--- src/rtl/aes_pkg.sv ---
// Shared constants, FSM state type and GF(2^8)/S-box helpers for the AES-128 round engine.
package aes_pkg;

    localparam int NR = 10;
    localparam int BW = 128;
    localparam int KW = BW * (NR + 1);
    localparam logic [3:0] NR_4 = 4'(NR);

    typedef enum logic [1:0] {
        ST_IDLE  = 2'd0,
        ST_ROUND = 2'd1,
        ST_DONE  = 2'd2
    } aes_state_e;

    // Entry 0x00 sits in the most significant byte.
    localparam logic [2047:0] SBOX_TBL = {
        128'h637c777bf26b6fc53001672bfed7ab76,
        128'hca82c97dfa5947f0add4a2af9ca472c0,
        128'hb7fd9326363ff7cc34a5e5f171d83115,
        128'h04c723c31896059a071280e2eb27b275,
        128'h09832c1a1b6e5aa0523bd6b329e32f84,
        128'h53d100ed20fcb15b6acbbe394a4c58cf,
        128'hd0efaafb434d338545f9027f503c9fa8,
        128'h51a3408f929d38f5bcb6da2110fff3d2,
        128'hcd0c13ec5f974417c4a77e3d645d1973,
        128'h60814fdc222a908846eeb814de5e0bdb,
        128'he0323a0a4906245cc2d3ac629195e479,
        128'he7c8376d8dd54ea96c56f4ea657aae08,
        128'hba78252e1ca6b4c6e8dd741f4bbd8b8a,
        128'h703eb5664803f60e613557b986c11d9e,
        128'he1f8981169d98e949b1e87e9ce5528df,
        128'h8ca1890dbfe6426841992d0fb054bb16
    };

    function automatic logic [7:0] sbox(input logic [7:0] b);
        return SBOX_TBL[(255 - int'(b)) * 8 +: 8];
    endfunction

    function automatic logic [7:0] xtime(input logic [7:0] b);
        return {b[6:0], 1'b0} ^ (b[7] ? 8'h1b : 8'h00);
    endfunction

    // Out-of-range round numbers yield a zero key rather than an out-of-bounds slice.
    function automatic logic [BW-1:0] round_key(input logic [KW-1:0] keys, input logic [3:0] rnd);
        if (int'(rnd) > NR) begin
            return '0;
        end
        return keys[int'(rnd) * BW +: BW];
    endfunction

endpackage

--- src/rtl/aes_round.sv ---
// One combinational AES round: SubBytes, ShiftRows, optional MixColumns, AddRoundKey.
module aes_round
    import aes_pkg::*;
(
    input  logic [BW-1:0] state_in,
    input  logic [BW-1:0] round_key,
    input  logic          final_round,
    output logic [BW-1:0] state_out
);

    logic [7:0] sb [16];
    logic [7:0] sr [16];
    logic [7:0] mc [16];

    // Byte i is row (i % 4), column (i / 4); byte 0 is the MSB.
    always_comb begin
        for (int i = 0; i < 16; i++) begin
            sb[i] = sbox(state_in[127 - 8 * i -: 8]);
        end
        for (int r = 0; r < 4; r++) begin
            for (int c = 0; c < 4; c++) begin
                sr[r + 4 * c] = sb[r + 4 * ((c + r) % 4)];
            end
        end
        for (int c = 0; c < 4; c++) begin
            mc[4 * c]     = xtime(sr[4 * c]) ^ xtime(sr[4 * c + 1]) ^ sr[4 * c + 1]
                          ^ sr[4 * c + 2] ^ sr[4 * c + 3];
            mc[4 * c + 1] = sr[4 * c] ^ xtime(sr[4 * c + 1]) ^ xtime(sr[4 * c + 2])
                          ^ sr[4 * c + 2] ^ sr[4 * c + 3];
            mc[4 * c + 2] = sr[4 * c] ^ sr[4 * c + 1] ^ xtime(sr[4 * c + 2])
                          ^ xtime(sr[4 * c + 3]) ^ sr[4 * c + 3];
            mc[4 * c + 3] = xtime(sr[4 * c]) ^ sr[4 * c] ^ sr[4 * c + 1]
                          ^ sr[4 * c + 2] ^ xtime(sr[4 * c + 3]);
        end
        state_out = '0;
        for (int i = 0; i < 16; i++) begin
            state_out[127 - 8 * i -: 8] = (final_round ? sr[i] : mc[i]) ^ round_key[127 - 8 * i -: 8];
        end
    end

endmodule

--- src/rtl/aes128_round_engine.sv ---
// Iterative AES-128 encryption engine, one round per clock, valid/ready on both sides.
// Define AES_ZEROIZE_EN to clear the state register on the output handshake.
//
// state    | meaning
// ST_IDLE  | waiting for a plaintext block, in_ready high
// ST_ROUND | applying rounds 1..NR, one per cycle
// ST_DONE  | ciphertext presented, waiting for out_ready
module aes128_round_engine
    import aes_pkg::*;
(
    input  logic          clk,
    input  logic          rst_n,
    input  logic          in_valid,
    output logic          in_ready,
    input  logic [BW-1:0] plaintext,
    input  logic [KW-1:0] key_array,
    output logic          out_valid,
    input  logic          out_ready,
    output logic [BW-1:0] ciphertext,
    output logic          busy
);

    aes_state_e    state_q, state_d;
    logic [3:0]    rnd_q, rnd_d;
    logic [BW-1:0] st_q, st_d;
    logic [BW-1:0] round_out;

    aes_round u_round (
        .state_in   (st_q),
        .round_key  (round_key(key_array, rnd_q)),
        .final_round(rnd_q == NR_4),
        .state_out  (round_out)
    );

    always_comb begin
        state_d = state_q;
        rnd_d   = rnd_q;
        st_d    = st_q;
        case (state_q)
            ST_IDLE: begin
                if (in_valid) begin
                    st_d    = plaintext ^ round_key(key_array, 4'd0);
                    rnd_d   = 4'd1;
                    state_d = ST_ROUND;
                end
            end
            ST_ROUND: begin
                if (rnd_q > NR_4 || rnd_q == 4'd0) begin
                    rnd_d   = '0;
                    state_d = ST_IDLE;
                end else begin
                    st_d  = round_out;
                    rnd_d = rnd_q + 4'd1;
                    if (rnd_q == NR_4) begin
                        state_d = ST_DONE;
                    end
                end
            end
            ST_DONE: begin
                if (out_ready) begin
                    rnd_d   = '0;
                    state_d = ST_IDLE;
`ifdef AES_ZEROIZE_EN
                    st_d    = '0;
`else
                    st_d    = st_q;
`endif
                end
            end
            default: begin
                rnd_d   = '0;
                state_d = ST_IDLE;
            end
        endcase
    end

    always_ff @(posedge clk or negedge rst_n) begin
        if (!rst_n) begin
            state_q <= ST_IDLE;
            rnd_q   <= '0;
            st_q    <= '0;
        end else begin
            state_q <= state_d;
            rnd_q   <= rnd_d;
            st_q    <= st_d;
        end
    end

    assign in_ready   = (state_q == ST_IDLE);
    assign out_valid  = (state_q == ST_DONE);
    assign busy       = (state_q == ST_ROUND) || (state_q == ST_DONE);
    assign ciphertext = st_q;

endmodule

--- config.mk ---
export PLATFORM = sky130hd
export DESIGN_NAME = aes128_round_engine
export DESIGN_NICKNAME = d
export VERILOG_FILES = /design/src/rtl/aes_pkg.sv /design/src/rtl/aes_round.sv /design/src/rtl/aes128_round_engine.sv
export SDC_FILE = /design/constraint.sdc
export NUM_CORES = 2
export LEC_CHECK = 0
export BUFFER_PORTS_ARGS = -buffer_cell sky130_fd_sc_hd__buf_2
export CAP_MARGIN = 5
export CORE_AREA = 3 3 647 649
export CTS_CLUSTER_SIZE = 12
export DETAILED_ROUTE_END_ITERATION = 10
export DIE_AREA = 0 0 650 652
export MAX_ROUTING_LAYER = met4
export PLACE_DENSITY_LB_ADDON = 0.2
export SYNTH_ARGS = -nofsm -noshare
export SYNTH_HDL_FRONTEND = slang
export SYNTH_SLANG_ARGS = --single-unit
--- constraint.sdc ---
create_clock -name clk -period 5.5 [get_ports clk]
set_input_delay 0.825 -clock clk [delete_from_list [all_inputs] [get_ports clk]]
set_output_delay 0.825 -clock clk [all_outputs]
set_load 0.005 [all_outputs]
==> impl_results.md <==
- Die width: 650 um
- CP bufs+invs: 1
- Avg Vias per Cell: 5.91
- Inserted Clock Buffers: 17
- I/O pin cnt: 1671
- Initial antenna violation count: 445
- Post-synthesis sequential area ratio: 4.28%
- Total negative setup slack: 0 ns
- Starting density of the core: 19.0%
- Warning count from the yosys run: 0
- Post-synth ARST share: 100%
- Area Overhead vs Synth: 23.7%
- First-pass GRT wire length: 1040 mm
- DR pass1 iterations: 7
- Max Clk Rate: 0.189 GHz
- Placer Congestion: 1.10
- Final clock skew: 0.0249 ns
- Die area: 424000 um^2
- Detailed Place HPWL: 670 mm
- Setup CP Type: flop to flop
- Register area: 3490 um^2
- DRT Wirelength: 809 mm
- DRC: 0
- H-tree levels: 4
- Hold Worst Slack: 0.231 ns
- Commonest non-fill, non-tap cell in the layout: buf_2
- Clk Latency, worst-skew pair: 0.59 ns
- RSZ-0062 raised after global routing: false
- Violated checks: capacitance limit, slew limit
- Commonest non-fill, non-tap cells in the layout: buf_2 (1669), a21oi_1 (960), nor2_1 (920)
- Min Tclk post-route: 5.30 ns
- Worst path arrival time: 5.81 ns
- GR Overflow Total: 0
- Fin. max-slew vios: 2
- Port Buffers: 1670
- Hold Vio Cnt, Final: 0
- GRT Total Usage: 37.3%
- CORE AREA: 413000 um^2
- Critical path, cell by cell: buf_4 -> ha_1 -> nor2_1 -> or3_1 -> a21oi_1 -> a31oi_1 -> mux4_2 -> a22oi_2 -> xor2_1 -> xor2_1 -> xnor2_1 -> a21oi_1 -> a2bb2oi_1
- Setup crit start kind: flop
- Period utilisation layout: 96.4%
- Hold Buf Count CTS: 0
- Number of synthesized flops with an enable pin: 0
- Post-placement cell area: 94100 um^2
- Cell Rows: 236
- Crit-path leading delay family: compound AO/OA/AOI/OAI gates
- Share of layout cells above drive strength 1: 26.2%
- Setup bufs post-CTS: 0
- Design area: 96900 um^2
- CTS clk-pin slew, worst paths: 0.09 ns
- Max Cap Viol: 1
- Critical path's slowest cell: ha_1
- Hold WC Path Type: primary input to async pin
- Top FF cell, synth: dfrtp_1
- Cts repair resizes: 0
- Clock buffer depth: 2
- Iteration-0 DRC Markers: 17900
- Endpoints failing setup: 0
- Multi-input gate area: 68700 um^2
- DR vias: 109000
- Post-synthesis cell area: 78300 um^2
- Slew headroom: -0.456%
- Largest net degree at the start of global routing: 141
- Critical Path Fanout Max: 34
- Core Util, Final: 23.4%
- DR WL/cell: 43.7 um
- Seq cells post-synth: 134
- Status: finished with violations
- Clk root buf: clkbuf_16
- Fillcell total: 47000
- Worst-margin pin slew: 1.51 ns
- Synthesized area per cell: 7.09 um^2
- Number of nets with antenna violations after routing: 0
- Die Ht: 652 um
- Synth cell types: 113
- Cells after Synth: 11000
- CP endpoint kind: flop
- Clock sink count: 134
- Worst EP required: 6.01 ns
- Post-layout nets: 13900
- CTS tree: built
- Crit-path max cell delay: 0.89 ns
- Synth Net Count: 12800
- Vias in the first global route: 99600
[metal layers]
metal | vias up | share of wire, % | global-route usage [%]
met1 | 54500 | 39 | 44.6
met2 | 8100 | 41 | 52.1
met5 | - | 0 | -
li1 | 45300 | - | -
met4 | 0 | 8.2 | 24.7
met3 | 1465 | 12 | 13.7
[worst paths after layout]
check	start	to	slack (ns)	cells after the start
worst max-delay path	ciphertext[73]	ciphertext[16]	0.20	13
worst min-delay path	rst_n	ciphertext[96]	0.23	1
worst max register to register	ciphertext[73]	ciphertext[16]	0.20	13
worst min register to register	ciphertext[23]	ciphertext[23]	0.52	1
max in group asynchronous	rst_n	ciphertext[58]	4.08	2
min in group clk	ciphertext[23]	ciphertext[23]	0.52	1
[flip-flops by register name (all words and copies together), names as in the netlist]
signal and cells:
state_q 2, rnd_q 4, ciphertext 128
[metrics by stage]
step / setup slack [ns] / std cells
global placement: 0.202 / 17600
CTS: 0.324 / 17600
finish: 0.196 / 18500
detailed placement: 0.335 / 17600
floorplan: 1.26 / 11000
global route: 0.0900 / 18400
[Yosys cell counts (all sizes together) (308+ instances only)]
library cell | instances | share of area, %
xor2 | 309 | 3.5
mux2i | 349 | 4.5
buf | 642 | 4.1
nor2 | 923 | 4.4
nand3 | 308 | 2.0
a21oi | 963 | 6.2
o21ai | 843 | 5.4
nor3 | 316 | 2.0
xnor2 | 515 | 5.8
mux4 | 458 | 13
clkbuf | 672 | 3.2
nand2 | 792 | 3.8
[layout make-up]
type / instances / area share, %
Inverter: 179 / 0.701
Multi-Input combinational cell: 9417 / 70.9
Clock buffer: 18 / 0.453
Clock inverter: 13 / 0.114
Tap cell: 5474 / 7.07
Sequential cell: 134 / 3.60
Antenna cell: 872 / 2.25
Timing Repair Buffer: 2398 / 14.9
[cells by family (layout without fill, tap and decap cells)]
kind of cell / count (synthesis) / after routing / synth area share, %
AOI/OAI and AO/OA: 4098 / 4098 / 35.0
muxes: 840 / 840 / 18.1
other: 0 / 872 / 0
adders and majority gates: 231 / 231 / 3.69
DFF: 134 / 134 / 4.28
buffers and inverters: 1493 / 2608 / 8.18
xor gates and xnor gates: 837 / 837 / 9.68
and+or+nand+nor: 3411 / 3411 / 21.1
[worst reg2reg max path: cells and delay by family, from the launching register on]
family	cells	cell delay [ns]
AOI/OAI and AO/OA	5	1.43
xor gates and xnor gates	3	0.58
adders and majority gates	1	0.91
buffers and inverters	1	0.58
DFF	1	0.51
muxes	1	0.50
and+or+nand+nor	2	0.73
Power is left out: the tool's default activity adds up to more than one toggle a clock period on the data nets, which glitch-free logic cannot reach.
